### src/rtl/sprite_line_loader.sv
// sprite_line_loader: per-scanline sprite scheduler.
// During hblank it clears the sprite shift-stage chain, walks the attribute
// table, fetches one pattern row for every sprite that intersects the current
// line and shifts attributes plus pattern into the chain, lowest index first.
module sprite_line_loader #(
  parameter int SPRITES = 32,
  parameter int SLOTS   = 8
) (
  input  logic                       clk,
  input  logic                       rst,
  input  logic                       line_start,
  input  logic [7:0]                 line,
  output logic                       attr_rd,
  output logic [$clog2(SPRITES)-1:0] attr_addr,
  input  logic [47:0]                attr_data,
  output logic                       pat_req,
  output logic [9:0]                 pat_addr,
  input  logic                       pat_ack,
  input  logic [31:0]                pat_data,
  output logic                       clr,
  output logic                       shift,
  output logic [8:0]                 posX,
  output logic [3:0]                 sclX,
  output logic                       swpX,
  output logic [4:0]                 bcolor1,
  output logic [4:0]                 bcolor2,
  output logic [4:0]                 bcolor3,
  output logic [4:0]                 bcolor4,
  output logic [31:0]                colors,
  output logic                       busy,
  output logic                       done,
  output logic                       overflow,
  output logic                       missed
);

  localparam int IW = $clog2(SPRITES);
  localparam int CW = $clog2(SLOTS + 1);

  typedef enum logic [2:0] {
    IDLE, CLEAR, READ, CHECK, FETCH, PUSH, FIN
  } state_t;

  // Attribute fields that travel with the pattern row into the chain.
  typedef struct packed {
    logic [8:0] posx;
    logic [3:0] sclx;
    logic       swpx;
    logic [4:0] bc1;
    logic [4:0] bc2;
    logic [4:0] bc3;
    logic [4:0] bc4;
  } attr_t;

  state_t        state;
  logic [7:0]    line_q;
  logic [IW-1:0] index;
  logic [CW-1:0] count;
  attr_t         attr_q;

  // Attribute word decode, only meaningful in CHECK (memory returns data
  // the cycle after attr_rd).
  logic [7:0] spr_y;
  logic [7:0] dy;
  logic       hit;
  logic       last;
  logic       slot_free;

  assign spr_y     = attr_data[47:40];
  // 8-bit wrap lets sprites straddle line 255 -> 0.
  assign dy        = line_q - spr_y;
  assign hit       = (dy[7:4] == 4'd0);
  assign last      = (index == IW'(SPRITES - 1));
  assign slot_free = (count < CW'(SLOTS));

  // Scan FSM; every output is registered and set on the transition into the
  // state that owns it.
  always_ff @(posedge clk or posedge rst) begin
    if (rst) begin
      state     <= IDLE;
      line_q    <= '0;
      index     <= '0;
      count     <= '0;
      attr_q    <= '0;
      attr_rd   <= 1'b0;
      attr_addr <= '0;
      pat_req   <= 1'b0;
      pat_addr  <= '0;
      clr       <= 1'b0;
      shift     <= 1'b0;
      posX      <= '0;
      sclX      <= '0;
      swpX      <= 1'b0;
      bcolor1   <= '0;
      bcolor2   <= '0;
      bcolor3   <= '0;
      bcolor4   <= '0;
      colors    <= '0;
      busy      <= 1'b0;
      done      <= 1'b0;
      overflow  <= 1'b0;
      missed    <= 1'b0;
    end else begin
      // single-cycle strobes default low
      attr_rd <= 1'b0;
      clr     <= 1'b0;
      shift   <= 1'b0;
      done    <= 1'b0;
      // a line_start during a scan is dropped but reported
      missed  <= line_start && (state != IDLE);

      case (state)
        IDLE: begin
          if (line_start) begin
            line_q   <= line;
            index    <= '0;
            count    <= '0;
            overflow <= 1'b0;
            clr      <= 1'b1;
            busy     <= 1'b1;
            state    <= CLEAR;
          end
        end

        CLEAR: begin
          attr_rd   <= 1'b1;
          attr_addr <= index;
          state     <= READ;
        end

        READ: begin
          state <= CHECK;
        end

        CHECK: begin
          if (hit) begin
            if (slot_free) begin
              pat_req  <= 1'b1;
              pat_addr <= {attr_data[5:0], dy[3:0]};
              attr_q   <= attr_data[39:6];
              state    <= FETCH;
            end else begin
              // chain full: stop scanning, flag the line
              overflow <= 1'b1;
              done     <= 1'b1;
              state    <= FIN;
            end
          end else if (last) begin
            done  <= 1'b1;
            state <= FIN;
          end else begin
            index     <= index + 1'b1;
            attr_rd   <= 1'b1;
            attr_addr <= index + 1'b1;
            state     <= READ;
          end
        end

        FETCH: begin
          // request stays up with a stable address until the ack
          if (pat_ack) begin
            pat_req <= 1'b0;
            shift   <= 1'b1;
            colors  <= pat_data;
            posX    <= attr_q.posx;
            sclX    <= attr_q.sclx;
            swpX    <= attr_q.swpx;
            bcolor1 <= attr_q.bc1;
            bcolor2 <= attr_q.bc2;
            bcolor3 <= attr_q.bc3;
            bcolor4 <= attr_q.bc4;
            count   <= count + 1'b1;
            state   <= PUSH;
          end
        end

        PUSH: begin
          if (last) begin
            done  <= 1'b1;
            state <= FIN;
          end else begin
            index     <= index + 1'b1;
            attr_rd   <= 1'b1;
            attr_addr <= index + 1'b1;
            state     <= READ;
          end
        end

        FIN: begin
          busy  <= 1'b0;
          state <= IDLE;
        end

        default: begin
          pat_req <= 1'b0;
          busy    <= 1'b0;
          state   <= IDLE;
        end
      endcase
    end
  end

endmodule
### config.mk
export PLATFORM = sky130hd
export DESIGN_NAME = sprite_line_loader
export DESIGN_NICKNAME = d
export VERILOG_FILES = /design/src/rtl/sprite_line_loader.sv
export SDC_FILE = /design/constraint.sdc
export NUM_CORES = 1
export LEC_CHECK = 0
export CAP_MARGIN = 25
export CORE_UTILIZATION = 45
export CTS_CLUSTER_SIZE = 30
export DETAILED_ROUTE_END_ITERATION = 12
export PLACE_DENSITY = 0.83
export SYNTH_ARGS = -nofsm -noshare
export SYNTH_HDL_FRONTEND = slang
export SYNTH_SLANG_ARGS = --single-unit
### constraint.sdc
create_clock -name clk -period 7 [get_ports clk]
set_clock_uncertainty 0.15 [all_clocks]
set_input_delay 1.05 -clock clk [delete_from_list [all_inputs] [get_ports clk]]
set_output_delay 1.05 -clock clk [all_outputs]
set_load 0.02 [all_outputs]
==> qor.tcl, run 1 <==
set qor(net_switching_fraction_of_the_power_pct) 33.0
set qor(cts_tree) {built}
set qor(synthMostInstantiatedCell) {sky130_fd_sc_hd__nand2_1}
set qor(die_area_um2) 14200
set qor(synth_cells) 596
set qor(clockPowerShare_pct) 28.8
set qor(grt_first_pass_wirelength_um) 24700
set qor(count_of_nets_after_finishing) 877
set qor(setup.worst_path.start_class) {input port}
set qor(finalWeightedCongestion) 0.920
set qor(numCtsBuffers) 17
set qor(dr.pass1.iters) 4
set qor(synth_edf_count) 0
set qor(synth_largest_area_cell) {sky130_fd_sc_hd__dfrtp_1}
set qor(drive_gt1_share_pct) 7.38
set qor(io_pins) 181
set qor(setup_slack_ns) 2.56
set qor(r2r_end) {attr_q[0]$_DFFE_PP0P_}
set qor(total_switching_power_mw) 1.07
set qor(timing.setup.tns_ns) 0
set qor(cts.sinks) 143
set qor(power_per_cell_area_nw_per_um2) 371
set qor(final_period_minus_worst_setup_slack_ns) 4.44
set qor(power.leakage_nw) 4.22
set qor(synth-async-reset-ratio_pct) 100
set qor(path_clk_slew_ns) 0.05
set qor(cts_setup_buffers) 0
set qor(ant_nets) 0
set qor(avgRoutedWirePerCell_um) 15.5
set qor(dpl_hpwl_um) 10200
set qor(timing.critical_path.required_ns) 7.14
set qor(timing.critical_path.fanout_max) 29
set qor(max_cap_violations) 0
set qor(cts_hold_buf) 0
set qor(timing.reg2reg.worst_path_depth) 10
set qor(share_seq_of_total_power_pct) 37.7
set qor(timing_hold_violations_final) 0
set qor(outcome) {completed}
set qor(flip_flop_cell_with_the_highest_count_after_synthesis) {sky130_fd_sc_hd__dfrtp_1}
set qor(ir_drop_v) 0.000225
set qor(synth.net_count) 700
set qor(vias_in_the_first_global_route) 4999
set qor(dr.first_iter.drc_count) 301
set qor(worst_slew_margin_rel_pct) 42.9
set qor(post_synthesis_area_per_instance_um2) 10.3
set qor(worstSetupEndpoint) {attr_q[0]$_DFFE_PP0P_}
set qor(worstSkewPairLatency_ns) 0.42
set qor(synth_seq_area_share_pct) 58.1
set qor(maximum_number_of_pins_on_one_net_before_global_route_repair) 87
set qor(synth.top_cells.by_area) {sky130_fd_sc_hd__dfrtp_1, sky130_fd_sc_hd__nand2_1, sky130_fd_sc_hd__mux2_1}
set qor(floorplan.initialDensity_pct) 46.4
set qor(clockRootBuffer) {sky130_fd_sc_hd__clkbuf_16}
set qor(totalWireLength_um) 15000
set qor(max_freq_mhz) 225
set qor(min_path_type) {flip-flop to flip-flop}
set qor(timing.critical_path.arrival_ns) 4.58
set qor(timing.setup.critical_path_class) {input port to flip-flop}
set qor(area_taken_by_flip_flops_and_latches_um2) 3580
set qor(combinationalPowerShare_pct) 33.5
set qor(cp-startpoint) {attr_data[40]}
set qor(yosys_warnings) 0
set qor(setup.worst_path.end_class) {flip-flop}
set qor(routed-via-count) 4955
set qor(post_cts_resized) 0
set qor(synthDominantCellAreaShare_pct) 58.1
set qor(setup_viol) 0
set qor(regToRegSetupSlack_ns) 3.24
set qor(netlist_area_um2) 6160
set qor(syn2layout_area_growth_pct) 41.6
set qor(grt_setup_unrepaired) {false}
set qor(clockBufferDepth) 2
set qor(antenna_cells) 0
set qor(crit-reg2reg-launch) {line_q[0]$_DFFE_PP0P_}
set qor(internal_pwr_total_mw) 2.17
set qor(ctsHtreeMaxLevel) 4
set qor(globalRoute.totalOverflow) 0
set qor(antenna_found_initial) 0
set qor(chip_height_um) 119
set qor(core-area_um2) 13300
set qor(detailedPlace.worstSlack_ns) 2.20
set qor(worst-slew-pin-transition_ns) 0.856
set qor(number_of_cell_rows) 42
set qor(layout_worst_path_cycle_share_pct) 63.5
set qor(global_route.usage.total_pct) 22.3
set qor(nFillCells) 1012
set qor(vias_per_cell) 5.15
set qor(postSynthRegisterBits) 143
set qor(placement.io_buffers) 180
set qor(post_synth_most_frequent_cells) {sky130_fd_sc_hd__nand2_1, sky130_fd_sc_hd__dfrtp_1, sky130_fd_sc_hd__mux2_1}
set qor(multiInputGateArea_um2) 2390
set qor(die_width_um) 119
set qor(drc) 0
set qor(post_synth_num_cell_types) 51
set qor(drv_slew) 0
==> registers in the layout, indices dropped and copies added, names as in the netlist, 3 cells and up <==
signal,cells
bcolor4,5
state,3
index,5
posX,9
colors,32
bcolor1,5
line_q,8
pat_addr,10
attr_addr,5
sclX,4
count,4
bcolor2,5
attr_q,34
bcolor3,5
==> worst min-delay path by stage <==
stage	startpoint	to	slack, ns	depth (start not counted)
after detailed placement	attr_q[4]$_DFFE_PP0P_	bcolor4[4]$_DFFE_PP0P_	0.30	2
after floorplan	attr_q[15]$_DFFE_PP0P_	bcolor1[0]$_DFFE_PP0P_	0.28	2
after global routing	attr_q[13]$_DFFE_PP0P_	bcolor2[3]$_DFFE_PP0P_	0.33	2
after CTS	attr_q[8]$_DFFE_PP0P_	bcolor3[3]$_DFFE_PP0P_	0.32	2
final	attr_q[8]$_DFFE_PP0P_	bcolor3[3]$_DFFE_PP0P_	0.31	2
after global placement	attr_q[20]$_DFFE_PP0P_	swpX$_DFFE_PP0P_	0.29	2
==> cells in the final DEF, fill, tap and decap left out, types with 8 or more instances in the layout <==
master / instances
sky130_fd_sc_hd__inv_1: 16
sky130_fd_sc_hd__ha_1: 11
sky130_fd_sc_hd__mux2_2: 14
sky130_fd_sc_hd__dfrtp_1: 143
sky130_fd_sc_hd__nand3_1: 8
sky130_fd_sc_hd__nor2_1: 12
sky130_fd_sc_hd__mux2_1: 37
sky130_fd_sc_hd__nand2_1: 224
sky130_fd_sc_hd__o21ai_0: 12
sky130_fd_sc_hd__clkdlybuf4s50_1: 180
sky130_fd_sc_hd__clkbuf_16: 17
==> cell families after synthesis <==
kind of cell	count (synthesis)	share of synthesized area [%]
compound gates	55	6.46
xor+xnor	6	0.853
fa+ha+maj	12	2.56
buf+inv	46	3.29
flops	143	58.1
mux	54	9.81
simple gates	280	19.0
==> per-layer routing <==
| metal | global-route usage, % | share of wire, % |
|---|---|---|
| met1 | 27.7 | 42 |
| met2 | 36.0 | 49 |
| met3 | 6.85 | 7.0 |
| met4 | 9.49 | 2.0 |
| met5 | 0 | 0 |
==> critical path, stage by stage <==
cell                              delay, ns
sky130_fd_sc_hd__clkdlybuf4s50_1       0.40
sky130_fd_sc_hd__ha_1                  0.22
sky130_fd_sc_hd__fa_1                  0.41
sky130_fd_sc_hd__nand2b_1              0.20
sky130_fd_sc_hd__a21oi_1               0.29
sky130_fd_sc_hd__mux2i_1               0.30
sky130_fd_sc_hd__o2111ai_2             0.49
sky130_fd_sc_hd__nor4_4                0.40
sky130_fd_sc_hd__buf_4                 0.42
sky130_fd_sc_hd__mux2_1                0.38
==> per-stage QoR <==
stage | hold WS [ns] | power (mW) | utilization, % | std cells | cell area [um2]
3_5_place_dp | 0.298 | 2.30 | 61.0 | 930 | 8110
4_1_cts | 0.316 | 3.25 | 65.6 | 962 | 8720
2_1_floorplan | 0.282 | 1.87 | - | 596 | 6160
5_1_grt | 0.333 | 3.41 | 65.6 | 962 | 8720
6_report | 0.312 | 3.23 | 65.6 | 962 | 8720
3_3_place_gp | 0.293 | 2.24 | 61.0 | 930 | 8110
==> final cells by class <==
cell class,instances,area share [%]
inverters,18,0.832
clock inverters,8,1.46
flip-flops and latches,143,41.0
clock buffers,24,5.64
repair buffers,186,21.2
multi-input cells,407,27.4
well taps,176,2.52
==> power by group through the flow <==
stage | Sequential (mW) | Combinational (mW) | Clock (mW)
floorplan | 1.32 | 0.546 | 0
global placement | 1.22 | 1.03 | 0
detailed placement | 1.23 | 1.08 | 0
CTS | 1.22 | 1.09 | 0.949
global route | 1.25 | 1.18 | 0.989
finish | 1.22 | 1.08 | 0.931
Power figures use the tool's default switching activity.
==> run 2: changes to the inputs <==
==> constraint.sdc (replaced) <==
create_clock -name clk -period 4.3 [get_ports clk]
set_clock_uncertainty 0.15 [all_clocks]
set_input_delay 0.645 -clock clk [delete_from_list [all_inputs] [get_ports clk]]
set_output_delay 0.645 -clock clk [all_outputs]
set_load 0.02 [all_outputs]
==> qor.tcl, run 2 (synthesized netlist as in run 1, its figures left out) <==
set qor(worst-slew-pin-transition_ns) 0.839 ;# -0.0171 ns
set qor(global_route.usage.total_pct) 22.4 ;# +0.087 points
set qor(drv_slew) 0 ;# unchanged
set qor(grt_first_pass_wirelength_um) 24800 ;# +0.61%
set qor(io_pins) 181 ;# unchanged
set qor(routed-wl-met2_um) 7390 ;# about the same
set qor(ir_drop_v) 0.000321 ;# +43%
set qor(cts.sinks) 143 ;# unchanged
set qor(critPathBufInv) 2 ;# unchanged
set qor(drive_gt1_share_pct) 7.38 ;# unchanged
set qor(r2r_end) {index[0]$_DFFE_PP0P_}
set qor(setup_slack_ns) 0.754 ;# -1.80 ns
set qor(syn2layout_area_growth_pct) 41.7 ;# about the same
set qor(max_cap_violations) 0 ;# unchanged
set qor(clockRootBuffer) {sky130_fd_sc_hd__clkbuf_16}
set qor(worstSkewPairLatency_ns) 0.41 ;# about the same
set qor(path_clk_slew_ns) 0.05 ;# about the same
set qor(min_path_type) {flip-flop to flip-flop}
set qor(vias_per_cell) 5.15 ;# unchanged
set qor(avgRoutedWirePerCell_um) 15.3 ;# -1.3%
set qor(power.leakage_nw) 4.23 ;# +0.18%
set qor(count_of_nets_after_finishing) 879 ;# +0.23%
set qor(vias_in_the_first_global_route) 5240 ;# +4.8%
set qor(layout.cells.most_common) {sky130_fd_sc_hd__nand2_1}
set qor(grt_setup_unrepaired) {false}
set qor(antenna_cells) 0 ;# unchanged
set qor(setup.worst_path.start_class) {input port}
set qor(layout_common_cells) {sky130_fd_sc_hd__nand2_1, sky130_fd_sc_hd__clkdlybuf4s50_1, sky130_fd_sc_hd__dfrtp_1}
set qor(ant_nets) 0 ;# unchanged
set qor(nFillCells) 1013 ;# +0.099%
set qor(routed-via-count) 4955 ;# unchanged
set qor(cts_setup_buffers) 0 ;# unchanged
set qor(ctsHtreeMaxLevel) 4 ;# unchanged
set qor(worst_slew_margin_rel_pct) 43.9 ;# +0.93 points
set qor(routed_metal_1_wire_length_um) 6030 ;# -3.1%
set qor(detailedPlace.worstSlack_ns) 0.378 ;# -1.82 ns
set qor(numCtsBuffers) 17 ;# unchanged
set qor(fin_hold_ws_ns) 0.313 ;# +0.000194 ns
set qor(max_freq_mhz) 282
set qor(multiInputGateArea_um2) 2390 ;# unchanged
set qor(placement.io_buffers) 180 ;# unchanged
set qor(die_width_um) 119 ;# unchanged
set qor(final_period_minus_worst_setup_slack_ns) 3.55
set qor(timing.critical_path.required_ns) 4.44 ;# -2.70 ns
set qor(cts_hold_buf) 0 ;# unchanged
set qor(timing.reg2reg.worst_path_depth) 10 ;# unchanged
set qor(postLayoutCoreUtil_pct) 65.7 ;# about the same
set qor(core-area_um2) 13300 ;# unchanged
set qor(regToRegSetupSlack_ns) 1.04 ;# -2.20 ns
set qor(maximum_number_of_pins_on_one_net_before_global_route_repair) 75 ;# -14%
set qor(outcome) {completed}
set qor(top_regs) {attr_q x34, colors x32, pat_addr x10}
set qor(crit-reg2reg-launch) {line_q[0]$_DFFE_PP0P_}
set qor(timing.critical_path.fanout_max) 17 ;# -41%
set qor(area_taken_by_flip_flops_and_latches_um2) 3580 ;# unchanged
set qor(dr.first_iter.drc_count) 228 ;# -24%
set qor(timing.critical_path.max_delay_family) {compound AO/OA/AOI/OAI gates}
set qor(antenna_found_initial) 0 ;# unchanged
set qor(number_of_cell_rows) 42 ;# unchanged
set qor(cts_tree) {built}
set qor(setup.worst_path.end_class) {flip-flop}
set qor(timing.setup.tns_ns) 0 ;# unchanged
set qor(chip_height_um) 119 ;# unchanged
set qor(layout_worst_path_cycle_share_pct) 82.5
set qor(drc) 0 ;# unchanged
set qor(routed.top_layer) {met4}
set qor(timing.critical_path.arrival_ns) 3.69 ;# -0.89 ns
set qor(totalWireLength_um) 14800 ;# -1.3%
set qor(post_cts_resized) 0 ;# unchanged
set qor(max_flop_register) {attr_q}
set qor(critPathSlowestCell) {sky130_fd_sc_hd__o31ai_2}
set qor(power_per_cell_area_nw_per_um2) 596 ;# +61%
set qor(met3WireLength_um) 992 ;# -5.8%
set qor(largest_register_ff_count) 34 ;# unchanged
set qor(critical_path.max_stage_delay_ns) 0.47 ;# -0.02 ns
set qor(cp-startpoint) {attr_data[40]}
set qor(timing_hold_violations_final) 0 ;# unchanged
set qor(crit_path_cell_trace) {clkdlybuf4s50_1 -> ha_1 -> fa_1 -> nand2b_1 -> a21oi_1 -> mux2i_1 -> o2111ai_2 -> buf_4 -> o31ai_2 -> mux2_2}
set qor(die_area_um2) 14200 ;# unchanged
set qor(cp_num_cells) 10 ;# unchanged
set qor(dr.pass1.iters) 4 ;# unchanged
set qor(dpl_hpwl_um) 10300 ;# +0.33%
set qor(clockBufferDepth) 2 ;# unchanged
set qor(setup_viol) 0 ;# unchanged
set qor(worstSetupEndpoint) {index[0]$_DFFE_PP0P_}
set qor(timing.setup.critical_path_class) {input port to flip-flop}
set qor(finalWeightedCongestion) 0.815 ;# -11%
set qor(floorplan.initialDensity_pct) 46.4 ;# unchanged
set qor(globalRoute.totalOverflow) 0 ;# unchanged
run 2: changes by cell type in the layout (fill, tap and decap cells not counted):
| cell | change |
|---|---|
| sky130_fd_sc_hd__inv_6 | -2 |
| sky130_fd_sc_hd__clkinv_4 | -1 |
| sky130_fd_sc_hd__clkbuf_8 | -1 |
| sky130_fd_sc_hd__clkinvlp_4 | -1 |
| sky130_fd_sc_hd__buf_12 | +2 |
| sky130_fd_sc_hd__clkinv_2 | +3 |
run 2: routing by layer:
metal	vias to the layer above	global-route usage, %
li1	2321	-
met5	-	0
met1	2422	26.3
met3	35	6.75
met2	177	37.5
met4	0	10.5
run 2: how the worst min path moves through the flow:
stage,from,end,depth (start not counted)
after floorplan,attr_q[15]$_DFFE_PP0P_,bcolor1[0]$_DFFE_PP0P_,2
after detailed placement,attr_q[9]$_DFFE_PP0P_,bcolor3[4]$_DFFE_PP0P_,2
after global placement,attr_q[2]$_DFFE_PP0P_,bcolor4[2]$_DFFE_PP0P_,2
after global routing,colors[7]$_DFFE_PP0P_,colors[7]$_DFFE_PP0P_,2
after CTS,attr_q[9]$_DFFE_PP0P_,bcolor3[4]$_DFFE_PP0P_,2
final,attr_q[9]$_DFFE_PP0P_,bcolor3[4]$_DFFE_PP0P_,2
run 2: worst register-to-register path: cells and delay by family, from the launching register on:
kind / cells / cell delay (ns)
AO/OA/AOI/OAI: 3 / 0.95
buffers and inverters: 2 / 0.30
flip-flops: 1 / 0.32
AND/OR/NAND/NOR: 1 / 0.18
multiplexers: 2 / 0.67
adder cells (fa/ha/maj): 2 / 0.58
run 2: area by class of cell:
cell class / instances / share of cell area, %
multi-input combinational: 407 / 27.3
clock buffer: 23 / 5.47
tap: 176 / 2.52
clock inverter: 7 / 1.26
inverter: 18 / 0.817
sequential: 143 / 41.0
timing repair buffer: 188 / 21.6
run 2: stage by stage:
step	power, mW	instances	cell area [um2]
after floorplan	3.04	596	6170
after global placement	3.65	932	8140
after detailed placement	3.76	932	8140
after CTS	5.24	962	8730
after global routing	5.51	962	8730
final	5.20	962	8730
run 2: report_power, final:
part           switching (mW)  total, mW  internal (mW)
clock                   0.516       1.46          0.948
combinational           0.933       1.76          0.826
sequential              0.243       1.98           1.74
==> run 3: changes to the inputs <==
==> constraint.sdc (replaced) <==
create_clock -name clk -period 3.35 [get_ports clk]
set_clock_uncertainty 0.15 [all_clocks]
set_input_delay 0.5025 -clock clk [delete_from_list [all_inputs] [get_ports clk]]
set_output_delay 0.5025 -clock clk [all_outputs]
set_load 0.02 [all_outputs]
==> qor.tcl, run 3 (synthesized netlist as in run 1, its figures left out) <==
set qor(outcome) {completed}
set qor(grt_first_pass_wirelength_um) 24800 ;# -0.17%
set qor(clockBufferDepth) 2 ;# unchanged
set qor(vias_per_cell) 5.07 ;# -1.7%
set qor(final_period_minus_worst_setup_slack_ns) 3.19
set qor(global_route.usage.total_pct) 22.2 ;# -0.21 points
set qor(setup.worst_path.end_class) {flip-flop}
set qor(largest_register_ff_count) 34 ;# unchanged
set qor(cts_tree) {built}
set qor(area_taken_by_flip_flops_and_latches_um2) 3580 ;# unchanged
set qor(core-area_um2) 13300 ;# unchanged
set qor(top_regs) {attr_q x34, colors x32, pat_addr x10}
set qor(worstSkewPairLatency_ns) 0.41 ;# about the same
set qor(placement.io_buffers) 180 ;# unchanged
set qor(timing.critical_path.fanout_max) 34 ;# +17
set qor(syn2layout_area_growth_pct) 44.7
set qor(layout_common_cells) {sky130_fd_sc_hd__nand2_1, sky130_fd_sc_hd__clkdlybuf4s50_1, sky130_fd_sc_hd__dfrtp_1}
set qor(layout.cells.most_common) {sky130_fd_sc_hd__nand2_1}
set qor(routed-via-count) 4934 ;# -0.42%
set qor(power_per_cell_area_nw_per_um2) 792 ;# +33%
set qor(drv_slew) 0 ;# unchanged
set qor(cts_setup_buffers) 0 ;# unchanged
set qor(worst_slew_margin_rel_pct) 51.1 ;# +7.3 points
set qor(cts.sinks) 143 ;# unchanged
set qor(min_path_type) {flip-flop to flip-flop}
set qor(drive_gt1_share_pct) 8.90 ;# +1.5 points
set qor(power.leakage_nw) 4.32 ;# +2.0%
set qor(timing.setup.critical_path_class) {input port to flip-flop}
set qor(vias_in_the_first_global_route) 5114 ;# -2.4%
set qor(finalWeightedCongestion) 0.827 ;# +1.5%
set qor(max_cap_violations) 0 ;# unchanged
set qor(ir_drop_v) 0.000438 ;# +36%
set qor(chip_height_um) 119 ;# unchanged
set qor(min_delay_worst_endpoint) {bcolor4[2]$_DFFE_PP0P_}
set qor(crit-reg2reg-launch) {line_q[0]$_DFFE_PP0P_}
set qor(total_switching_power_mw) 2.23 ;# +32%
set qor(net_switching_fraction_of_the_power_pct) 31.6 ;# -0.95 points
set qor(max_freq_mhz) 313
set qor(count_of_nets_after_finishing) 889 ;# +1.1%
set qor(antenna_found_initial) 0 ;# unchanged
set qor(max_flop_register) {attr_q}
set qor(grt_setup_unrepaired) {false}
set qor(floorplan.initialDensity_pct) 46.4 ;# unchanged
set qor(layout_worst_path_cycle_share_pct) 95.3
set qor(dr.pass1.iters) 4 ;# unchanged
set qor(internal_pwr_total_mw) 4.84 ;# +38%
set qor(dr.first_iter.drc_count) 276 ;# +21%
set qor(timing.setup.tns_ns) 0 ;# unchanged
set qor(min-delay-start) {attr_q[2]$_DFFE_PP0P_}
set qor(share_seq_of_total_power_pct) 36.1 ;# -2.0 points
set qor(hold-path-cell-count) 2 ;# unchanged
set qor(clockRootBuffer) {sky130_fd_sc_hd__clkbuf_16}
set qor(antenna_cells) 0 ;# unchanged
set qor(avgRoutedWirePerCell_um) 15.3 ;# about the same
set qor(r2r_end) {pat_addr[6]$_DFFE_PP0P_}
set qor(timing.reg2reg.worst_path_depth) 10 ;# unchanged
set qor(setup.worst_path.start_class) {input port}
set qor(io_pins) 181 ;# unchanged
set qor(path_clk_slew_ns) 0.06 ;# about the same
set qor(layout.cells.non_filler) 974 ;# +1.2%
set qor(die_width_um) 119 ;# unchanged
set qor(ctsHtreeMaxLevel) 4 ;# unchanged
set qor(timing.critical_path.required_ns) 3.49 ;# -0.95 ns
set qor(dpl_hpwl_um) 10400 ;# +1.5%
set qor(combinationalPowerShare_pct) 33.5 ;# -0.3 points
set qor(ant_nets) 0 ;# unchanged
set qor(number_of_cell_rows) 42 ;# unchanged
set qor(placed_cells) 942 ;# +1.1%
set qor(multiInputGateArea_um2) 2390 ;# +0.16%
set qor(globalRoute.totalOverflow) 0 ;# unchanged
set qor(nFillCells) 979 ;# -3.4%
set qor(timing_hold_violations_final) 0 ;# unchanged
set qor(maximum_number_of_pins_on_one_net_before_global_route_repair) 78 ;# +4.0%
set qor(fin_hold_ws_ns) 0.308 ;# -0.00443 ns
set qor(die_area_um2) 14200 ;# unchanged
set qor(numCtsBuffers) 17 ;# unchanged
set qor(totalWireLength_um) 14900 ;# +1.3%
set qor(setup_viol) 0 ;# unchanged
set qor(timing.critical_path.arrival_ns) 3.34 ;# -0.35 ns
set qor(worst-slew-pin-transition_ns) 0.733 ;# -0.106 ns
set qor(drc) 0 ;# unchanged
set qor(clockPowerShare_pct) 30.4 ;# +2.3 points
set qor(regToRegSetupSlack_ns) 0.30 ;# -0.74 ns
==> run 3: cell types whose count changed in the layout (fill, tap and decap cells not counted) <==
cell	previous run	this run
sky130_fd_sc_hd__a21oi_1	7	6
sky130_fd_sc_hd__buf_12	2	3
sky130_fd_sc_hd__clkinv_2	4	0
sky130_fd_sc_hd__a21oi_2	0	1
sky130_fd_sc_hd__bufinv_16	3	6
sky130_fd_sc_hd__buf_6	0	1
sky130_fd_sc_hd__clkinvlp_4	1	3
sky130_fd_sc_hd__buf_4	6	14
sky130_fd_sc_hd__clkinv_4	0	1
==> run 3: through the flow <==
step | cell area [um2] | utilization (%) | power [mW] | worst slack (ns)
floorplan | 6170 | - | 3.90 | 0.0604
global placement | 8230 | 61.9 | 4.78 | -0.232
detailed placement | 8230 | 61.9 | 4.92 | -0.278
CTS | 8910 | 67.0 | 7.10 | 0.142
global route | 8920 | 67.1 | 7.46 | 0.00314
finish | 8920 | 67.1 | 7.07 | 0.156
==> run 3: layout make-up <==
cell class / instances / share of cell area, %
sequential: 143 / 40.1
timing repair buffer: 198 / 22.2
clock buffer: 23 / 5.36
inverter: 18 / 0.799
clock inverter: 9 / 2.29
tap: 176 / 2.47
multi-input combinational: 407 / 26.8
==> run 3: routing by layer <==
| layer | part of all wire, % | global-route usage (%) |
|---|---|---|
| met1 | 42 | 27.1 |
| met2 | 49 | 36.1 |
| met3 | 6.8 | 6.13 |
| met4 | 2.3 | 10.9 |
| met5 | 0 | 0 |
==> run 3: what timing repair did <==
item | CTS | global route
setup endpoints to repair | 0 | 47
hold buffers | 0 | 0
resized for setup | 0 | 2
==> run 3: power groups by stage <==
stage          clock (mW)  combinational, mW  sequential (mW)
6_report             2.15               2.37             2.55
2_1_floorplan           0               1.14             2.76
3_5_place_dp            0               2.35             2.57
3_3_place_gp            0               2.24             2.54
5_1_grt              2.26               2.58             2.62
4_1_cts              2.19               2.36             2.55
==> run 3: worst max-delay path, stage by stage <==
cell and delay (ns):
sky130_fd_sc_hd__clkdlybuf4s50_1 0.40, sky130_fd_sc_hd__ha_1 0.23, sky130_fd_sc_hd__fa_1 0.38, sky130_fd_sc_hd__nand2b_1 0.18, sky130_fd_sc_hd__a21oi_2 0.20, sky130_fd_sc_hd__mux2i_1 0.25
sky130_fd_sc_hd__o2111ai_2 0.21, sky130_fd_sc_hd__nor4_4 0.34, sky130_fd_sc_hd__buf_12 0.26, sky130_fd_sc_hd__mux2_2 0.37
==> run 3: worst max-delay path by stage <==
stage,slack [ns],startpoint,to,cells after the start
floorplan,0.06,attr_data[40],attr_q[14]$_DFFE_PP0P_,9
global placement,-0.23,attr_data[40],pat_addr[4]$_DFFE_PP0P_,10
detailed placement,-0.28,attr_data[40],pat_addr[6]$_DFFE_PP0P_,10
CTS,0.14,attr_data[40],pat_addr[6]$_DFFE_PP0P_,10
global route,0.003,attr_data[40],pat_addr[6]$_DFFE_PP0P_,10
finish,0.16,attr_data[40],pat_addr[6]$_DFFE_PP0P_,10
